File: config.mk
export PLATFORM = sky130hd
export DESIGN_NAME = uart_core_os
export DESIGN_NICKNAME = d
export VERILOG_FILES = /design/src/rtl/uart_core_os.sv
export SDC_FILE = /design/constraint.sdc
export NUM_CORES = 1
export LEC_CHECK = 0
export BUFFER_PORTS_ARGS = -buffer_cell sky130_fd_sc_hd__buf_4
export CAP_MARGIN = 10
export CELL_PAD_IN_SITES_DETAIL_PLACEMENT = 0
export CELL_PAD_IN_SITES_GLOBAL_PLACEMENT = 1
export CORE_MARGIN = 2
export CORE_UTILIZATION = 43
export CTS_BUF_LIST = sky130_fd_sc_hd__clkbuf_2 sky130_fd_sc_hd__clkbuf_4 sky130_fd_sc_hd__clkbuf_8
export DETAILED_ROUTE_END_ITERATION = 8
export GPL_ROUTABILITY_DRIVEN = 0
export MAX_ROUTING_LAYER = met4
export PLACE_DENSITY_LB_ADDON = 0.1
export SETUP_SLACK_MARGIN = 0.2
export SYNTH_ARGS = -nofsm -noshare
export SYNTH_HDL_FRONTEND = slang
export SYNTH_SLANG_ARGS = --single-unit
File: constraint.sdc
create_clock -name clk -period 3.08 [get_ports clk]
set_input_delay 0.154 -clock clk [delete_from_list [all_inputs] [get_ports clk]]
set_output_delay 0.154 -clock clk [all_outputs]
set_load 0.02 [all_outputs]
File: src/rtl/uart_core_os.sv
// UART core with 16x-oversampled tick, run-time baud select and majority-vote receiver.
// TX starts the cycle after accept and is ready only when idle; RX holds rx_valid until rx_ready and drops frames (overrun) while full.
module uart_core_os #(
  parameter int WIDTH_SIZE  = 8,
  parameter int CLK_FREQ    = 1_843_200,
  parameter int PARITY_MODE = 0,
  parameter int STOP_BITS   = 1
) (
  input  logic                  clk,
  input  logic                  reset,
  input  logic [1:0]            sel,
  input  logic [WIDTH_SIZE-1:0] tx_data,
  input  logic                  tx_valid,
  output logic                  tx_ready,
  output logic                  tx,
  input  logic                  rx,
  output logic [WIDTH_SIZE-1:0] rx_data,
  output logic                  rx_valid,
  input  logic                  rx_ready,
  output logic                  parity_err,
  output logic                  frame_err,
  output logic                  overrun_err
);
  localparam int D0 = CLK_FREQ / (16 * 9600);
  localparam int D1 = CLK_FREQ / (16 * 19200);
  localparam int D2 = CLK_FREQ / (16 * 38400);
  localparam int D3 = CLK_FREQ / (16 * 115200);
  localparam int DIV0 = (D0 > 0) ? D0 : 1;
  localparam int DIV1 = (D1 > 0) ? D1 : 1;
  localparam int DIV2 = (D2 > 0) ? D2 : 1;
  localparam int DIV3 = (D3 > 0) ? D3 : 1;
  localparam logic PAR_EN  = 1'(PARITY_MODE != 0);
  localparam logic PAR_ODD = 1'(PARITY_MODE == 2);

  typedef enum logic [2:0] {IDLE, START, DATA, PARITY, STOP} state_t;

  logic [15:0] div_m1, bcnt;
  logic [1:0]  sel_q;
  logic        tick;

  always_comb begin
    div_m1 = 16'(DIV0 - 1);
    case (sel)
      2'd1:    div_m1 = 16'(DIV1 - 1);
      2'd2:    div_m1 = 16'(DIV2 - 1);
      2'd3:    div_m1 = 16'(DIV3 - 1);
      default: div_m1 = 16'(DIV0 - 1);
    endcase
  end

  // A sel change suppresses the tick and restarts the count from zero.
  assign tick = (sel == sel_q) && (bcnt == div_m1);

  always_ff @(posedge clk) begin
    if (reset) begin
      bcnt  <= '0;
      sel_q <= sel;
    end else begin
      sel_q <= sel;
      if (sel != sel_q || tick) bcnt <= '0;
      else                      bcnt <= bcnt + 16'd1;
    end
  end

  state_t                tx_st;
  logic [WIDTH_SIZE-1:0] tx_sh;
  logic                  tx_par;
  logic [4:0]            tx_tcnt, tx_last;
  logic [3:0]            tx_bidx;

  assign tx_last = (tx_st == STOP) ? 5'(16 * STOP_BITS - 1) : 5'd15;

  always_ff @(posedge clk) begin
    if (reset) begin
      tx_st    <= IDLE;
      tx       <= 1'b1;
      tx_ready <= 1'b0;
      tx_sh    <= '0;
      tx_par   <= 1'b0;
      tx_tcnt  <= '0;
      tx_bidx  <= '0;
    end else if (tx_st == IDLE) begin
      tx <= 1'b1;
      if (tx_valid && tx_ready) begin
        tx_sh    <= tx_data;
        tx_par   <= (^tx_data) ^ PAR_ODD;
        tx       <= 1'b0;
        tx_ready <= 1'b0;
        tx_tcnt  <= '0;
        tx_bidx  <= '0;
        tx_st    <= START;
      end else begin
        tx_ready <= 1'b1;
      end
    end else if (tick) begin
      if (tx_tcnt != tx_last) begin
        tx_tcnt <= tx_tcnt + 5'd1;
      end else begin
        tx_tcnt <= '0;
        case (tx_st)
          START: begin
            tx_st <= DATA;
            tx    <= tx_sh[0];
          end
          DATA: begin
            if (tx_bidx == 4'(WIDTH_SIZE - 1)) begin
              tx_st <= PAR_EN ? PARITY : STOP;
              tx    <= PAR_EN ? tx_par : 1'b1;
            end else begin
              tx_bidx <= tx_bidx + 4'd1;
              tx_sh   <= tx_sh >> 1;
              tx      <= tx_sh[1];
            end
          end
          PARITY: begin
            tx_st <= STOP;
            tx    <= 1'b1;
          end
          default: begin
            tx_st    <= IDLE;
            tx_ready <= 1'b1;
          end
        endcase
      end
    end
  end

  logic                  rx_s1, rs;
  state_t                rx_st;
  logic [3:0]            scnt, rx_bidx;
  logic [1:0]            smp;
  logic                  bitv, rx_par, brk, maj;
  logic [WIDTH_SIZE-1:0] rx_sh;

  assign maj = (smp[0] & smp[1]) | (smp[0] & rs) | (smp[1] & rs);

  always_ff @(posedge clk) begin
    if (reset) begin
      rx_s1       <= 1'b1;
      rs          <= 1'b1;
      rx_st       <= IDLE;
      scnt        <= '0;
      rx_bidx     <= '0;
      smp         <= '0;
      bitv        <= 1'b0;
      rx_par      <= 1'b0;
      brk         <= 1'b0;
      rx_sh       <= '0;
      rx_data     <= '0;
      rx_valid    <= 1'b0;
      parity_err  <= 1'b0;
      frame_err   <= 1'b0;
      overrun_err <= 1'b0;
    end else begin
      rx_s1       <= rx;
      rs          <= rx_s1;
      overrun_err <= 1'b0;
      if (rx_valid && rx_ready) rx_valid <= 1'b0;
      if (tick) begin
        case (rx_st)
          // After a low stop bit (break) the line must go high before a new start is taken.
          IDLE: begin
            if (brk) begin
              brk <= !rs;
            end else if (!rs) begin
              rx_st <= START;
              scnt  <= '0;
            end
          end
          START: begin
            scnt <= scnt + 4'd1;
            if (scnt == 4'd7 && rs) begin
              rx_st <= IDLE;
            end else if (scnt == 4'd15) begin
              rx_st   <= DATA;
              rx_bidx <= '0;
            end
          end
          default: begin
            scnt <= scnt + 4'd1;
            if (scnt == 4'd7) smp[0] <= rs;
            if (scnt == 4'd8) smp[1] <= rs;
            if (scnt == 4'd9) bitv   <= maj;
            if (rx_st == STOP && scnt == 4'd9) begin
              rx_st <= IDLE;
              brk   <= !maj;
              if (!rx_valid || rx_ready) begin
                rx_valid   <= 1'b1;
                rx_data    <= rx_sh;
                frame_err  <= !maj;
                parity_err <= PAR_EN && (rx_par != ((^rx_sh) ^ PAR_ODD));
              end else begin
                overrun_err <= 1'b1;
              end
            end else if (scnt == 4'd15) begin
              if (rx_st == DATA) begin
                rx_sh <= {bitv, rx_sh[WIDTH_SIZE-1:1]};
                if (rx_bidx == 4'(WIDTH_SIZE - 1)) rx_st <= PAR_EN ? PARITY : STOP;
                else                               rx_bidx <= rx_bidx + 4'd1;
              end else begin
                rx_par <= bitv;
                rx_st  <= STOP;
              end
            end
          end
        endcase
      end
    end
  end

endmodule
==> metrics.md <==
| Metric | Value |
|---|---|
| Min Tclk post-route | 2427 ps |
| Yosys warns | 0 |
| Slew Limit Fails | 0 |
| Number of detailed-route iterations in the first pass | 4 |
| Lkg Pwr | 1.553 nW |
| Row Count | 34 |
| DR vias/cell | 5.612 |
| Die height | 98.82 um |
| Dpl hpwl | 5816 um |
| WL per Instance | 14.68 um |
| # DRC | 0 |
| Placement Setup Slack | 668.0 ps |
| Via count | 3266 |
| Largest net degree at the start of global routing | 52 |
| CTS tree | done |
| Cells after DPL | 563 |
| Grt total ovfl | 0 |
| H-tree levels | 3 |
| Cell family with most CP delay | simple AND/OR/NAND/NOR gates |
| Class of the worst hold path | primary input to flop |
| Mapped Nets | 474 |
| Post-route setup slack | 652.7 ps |
| Fin nets | 491 |
| Resize count post-CTS | 0 |
| Share of cells above drive strength 1 | 15.61% |
| Kind of critical path | flop to flop |
| TNS Setup | 0 ps |
| Synthesis-stage register bit count | 76 |
| Worst-path clk slew | 80 ps |
| # port buffers | 27 |
| DIE AREA | 9765 sq um |
| Final Non-Filler Cells | 582 |
| Clk root buf | clkbuf_8 |
| Worst-path maximum fanout | 15 |
| Final-report setup violation count | 0 |
| Critical path startpoint category | flop |
| Slew headroom | 34.88% |
| Initial antenna violation count | 0 |
| Status | complete, no violations |
| Core Region | 8721 sq um |
| Post-synthesis sequential area ratio | 39.35% |
| IO Pins | 29 |
| Fin. Hold Viols | 0 |
| Crit path required time | 3380 ps |
| Crit. End Element | flop |
| RSZ-0062 raised after global routing | false |
| EDFF count, synth | 0 |
| FFs w/ async S/R, synth | 0% |
| Yosys cell types | 74 |
| Initial detailed-routing violation count | 167 |
| Total track usage | 18.84% |
| Clk buf depth | 2 |
| Syn Inst Count | 452 |
| Worst path arrival time | 2730 ps |
| Initial core utilization | 44.33% |
| Critical path's slowest cell | or4_1 |
| Power Dens Cells | 462.3 nW/um^2 |
| Worst-Skew Late Latency | 360 ps |
| Final wirelength | 8542 um |
| Max cap viols | 0 |
| Most used cell, CP | or4_1 |
| Slowest stage delay, CP | 790 ps |
| Top_reg_cell synth | dfxtp_1 |
| First-pass GRT wire length | 14790 um |
| Detail Route Antenna Nets | 0 |
| Synthesized area | 3866 sq um |
| Clock skew | 6.892 ps |
| Buf/Inv on CP | 0 |
| Area growth, synth to finish | 12.62% |
| Fmax | 0.4120 GHz |
| VDD IR max | 0.1671 mV |
| Mean area per synthesized cell | 8.554 sq um |
| Die W | 98.82 um |
| Clock tree sinks | 76 |
| Least-Margin Pin Slew | 974.8 ps |
| ANT cells | 0 |
| Number of global-route vias before repair | 3085 |
| Final period utilization | 78.81% |
| Clock buffer count from CTS | 9 |
| CP cell instances | nor3b_1, nand4_1, or4_1, or4_1, nand3_1 |
## logic make-up (layout without fill, tap and decap cells)
kind of cell / Yosys count / after routing / share of synthesized area, %
xor gates and xnor gates: 18 / 18 / 4.272
AOI/OAI and AO/OA: 100 / 100 / 17.90
muxes: 12 / 12 / 3.139
buffers and inverters: 45 / 67 / 5.760
adders and majority gates: 7 / 7 / 2.265
other: 1 / 1 / 0.09699
DFF: 76 / 76 / 39.35
and+or+nand+nor: 193 / 193 / 27.22
## flip-flops by register name, indices dropped and copies added (netlist names)
signal,cells
tx_bidx,4
rx_valid,1
tx_st,3
bcnt,16
tx,1
scnt,4
tx_sh,8
tx_tcnt,5
tx_ready,1
frame_err,1
bitv,1
overrun_err,1
smp,2
rx_sh,8
rx_data,8
rs,1
rx_s1,1
sel_q,2
brk,1
rx_bidx,4
rx_st,3
## metal layers
metal  global-route usage, %  vias to the layer above  share of wire [%]
met3                   3.617                       15                3.5
met1                   25.74                     1531                 51
li1                        -                     1674                  -
met4                   6.006                        0                1.4
met5                       -                        -                  0
met2                   28.22                       46                 44
## synthesized netlist by cell type, drive strengths merged, types with 2 or more instances
cell | instances | share of area (%)
a211oi | 18 | 3.5
dfxtp | 76 | 39
nor3 | 8 | 1.0
nor2b | 2 | 0.32
nand3b | 3 | 0.58
or2 | 3 | 0.49
a2111o | 3 | 0.87
clkbuf | 21 | 2.6
or4 | 5 | 0.97
nand4 | 15 | 2.4
xor2 | 12 | 2.9
and4 | 2 | 0.49
ha | 7 | 2.3
a22o | 2 | 0.49
inv | 15 | 1.5
nor4b | 2 | 0.61
a21o | 3 | 0.58
and3b | 2 | 0.49
a32oi | 2 | 0.45
nand3 | 28 | 3.8
a2111oi | 3 | 0.68
nor4 | 9 | 2.2
nand2 | 42 | 4.1
buf | 9 | 1.7
or3 | 6 | 1.0
mux2i | 11 | 2.8
nand2b | 3 | 0.49
o311ai | 2 | 0.45
nor3b | 4 | 0.78
nand4b | 2 | 0.45
nor2 | 41 | 4.0
and2 | 4 | 0.68
o211ai | 6 | 1.7
xnor2 | 6 | 1.4
a21oi | 25 | 3.2
and3 | 7 | 1.1
o21ai | 22 | 2.8
## what timing repair did
action,in CTS,in global routing
buffers inserted,0,0
hold endpoints to repair,3,0
hold buffers,3,0
## power by group
group | leakage (nW) | internal [mW] | switching (mW)
Combinational | 0.835 | 0.0539 | 0.0908
Clock | 0.102 | 0.460 | 0.400
Sequential | 0.615 | 0.997 | 0.0118
Total | 1.55 | 1.51 | 0.502
## cells in the final DEF (no fill, tap or decap), types with 4 or more instances in the layout
cell      count
nand4_1      15
xnor2_1       6
nand2_1      42
dfxtp_1      76
nor4_1        6
nor3b_1       4
clkbuf_8      9
buf_4        33
xor2_1       11
nand3_1      27
or4_1         5
or3_1         5
mux2i_1      11
o21ai_0      21
ha_1          7
nor2_1       41
nor3_1        7
a211oi_1     18
and3_1        7
a21oi_1      25
inv_1        15
o211ai_1      4
## path summary, 6_finish.rpt
check                             start                      end  slack, ps  cells after the start
setup reg to reg  tx_st[1]$_SDFFE_PP0P_  tx_bidx[0]$_SDFFE_PP0P_        650                      5
hold / removal                 rx_ready      rx_valid$_SDFF_PP0_        150                      3
hold reg to reg        rx_s1$_SDFF_PP1_            rs$_SDFF_PP1_        420                      1
setup / recovery  tx_st[1]$_SDFFE_PP0P_  tx_bidx[0]$_SDFFE_PP0P_        650                      5
## layout make-up
class / instances / area [sq um]
Clock buffer: 9 / 123.9
Multi-Input combinational cell: 331 / 2140
Tap cell: 108 / 135.1
Sequential cell: 76 / 1521
Inverter: 15 / 56.30
Clock inverter: 7 / 100.1
Fill cell: 874 / 4367
Timing Repair Buffer: 36 / 277.8
## stage by stage
step | cell area [sq um] | hold slack (ps) | power (mW) | utilization, %
3_3_place_gp | 4100 | 339.4 | 1.175 | 47.02
3_5_place_dp | 4100 | 343.2 | 1.175 | 47.02
2_1_floorplan | 3866 | 181.7 | 1.133 | -
6_report | 4354 | 151.9 | 2.013 | 49.93
5_1_grt | 4354 | 180.8 | 2.090 | 49.93
4_1_cts | 4354 | 143.4 | 2.037 | 49.93
## tightest hold or removal path, stage by stage
cell      delay (ps)
buf_4             70
nand2b_1         150
a21oi_1           80
Note: power is estimated with default switching activity, not from simulation.
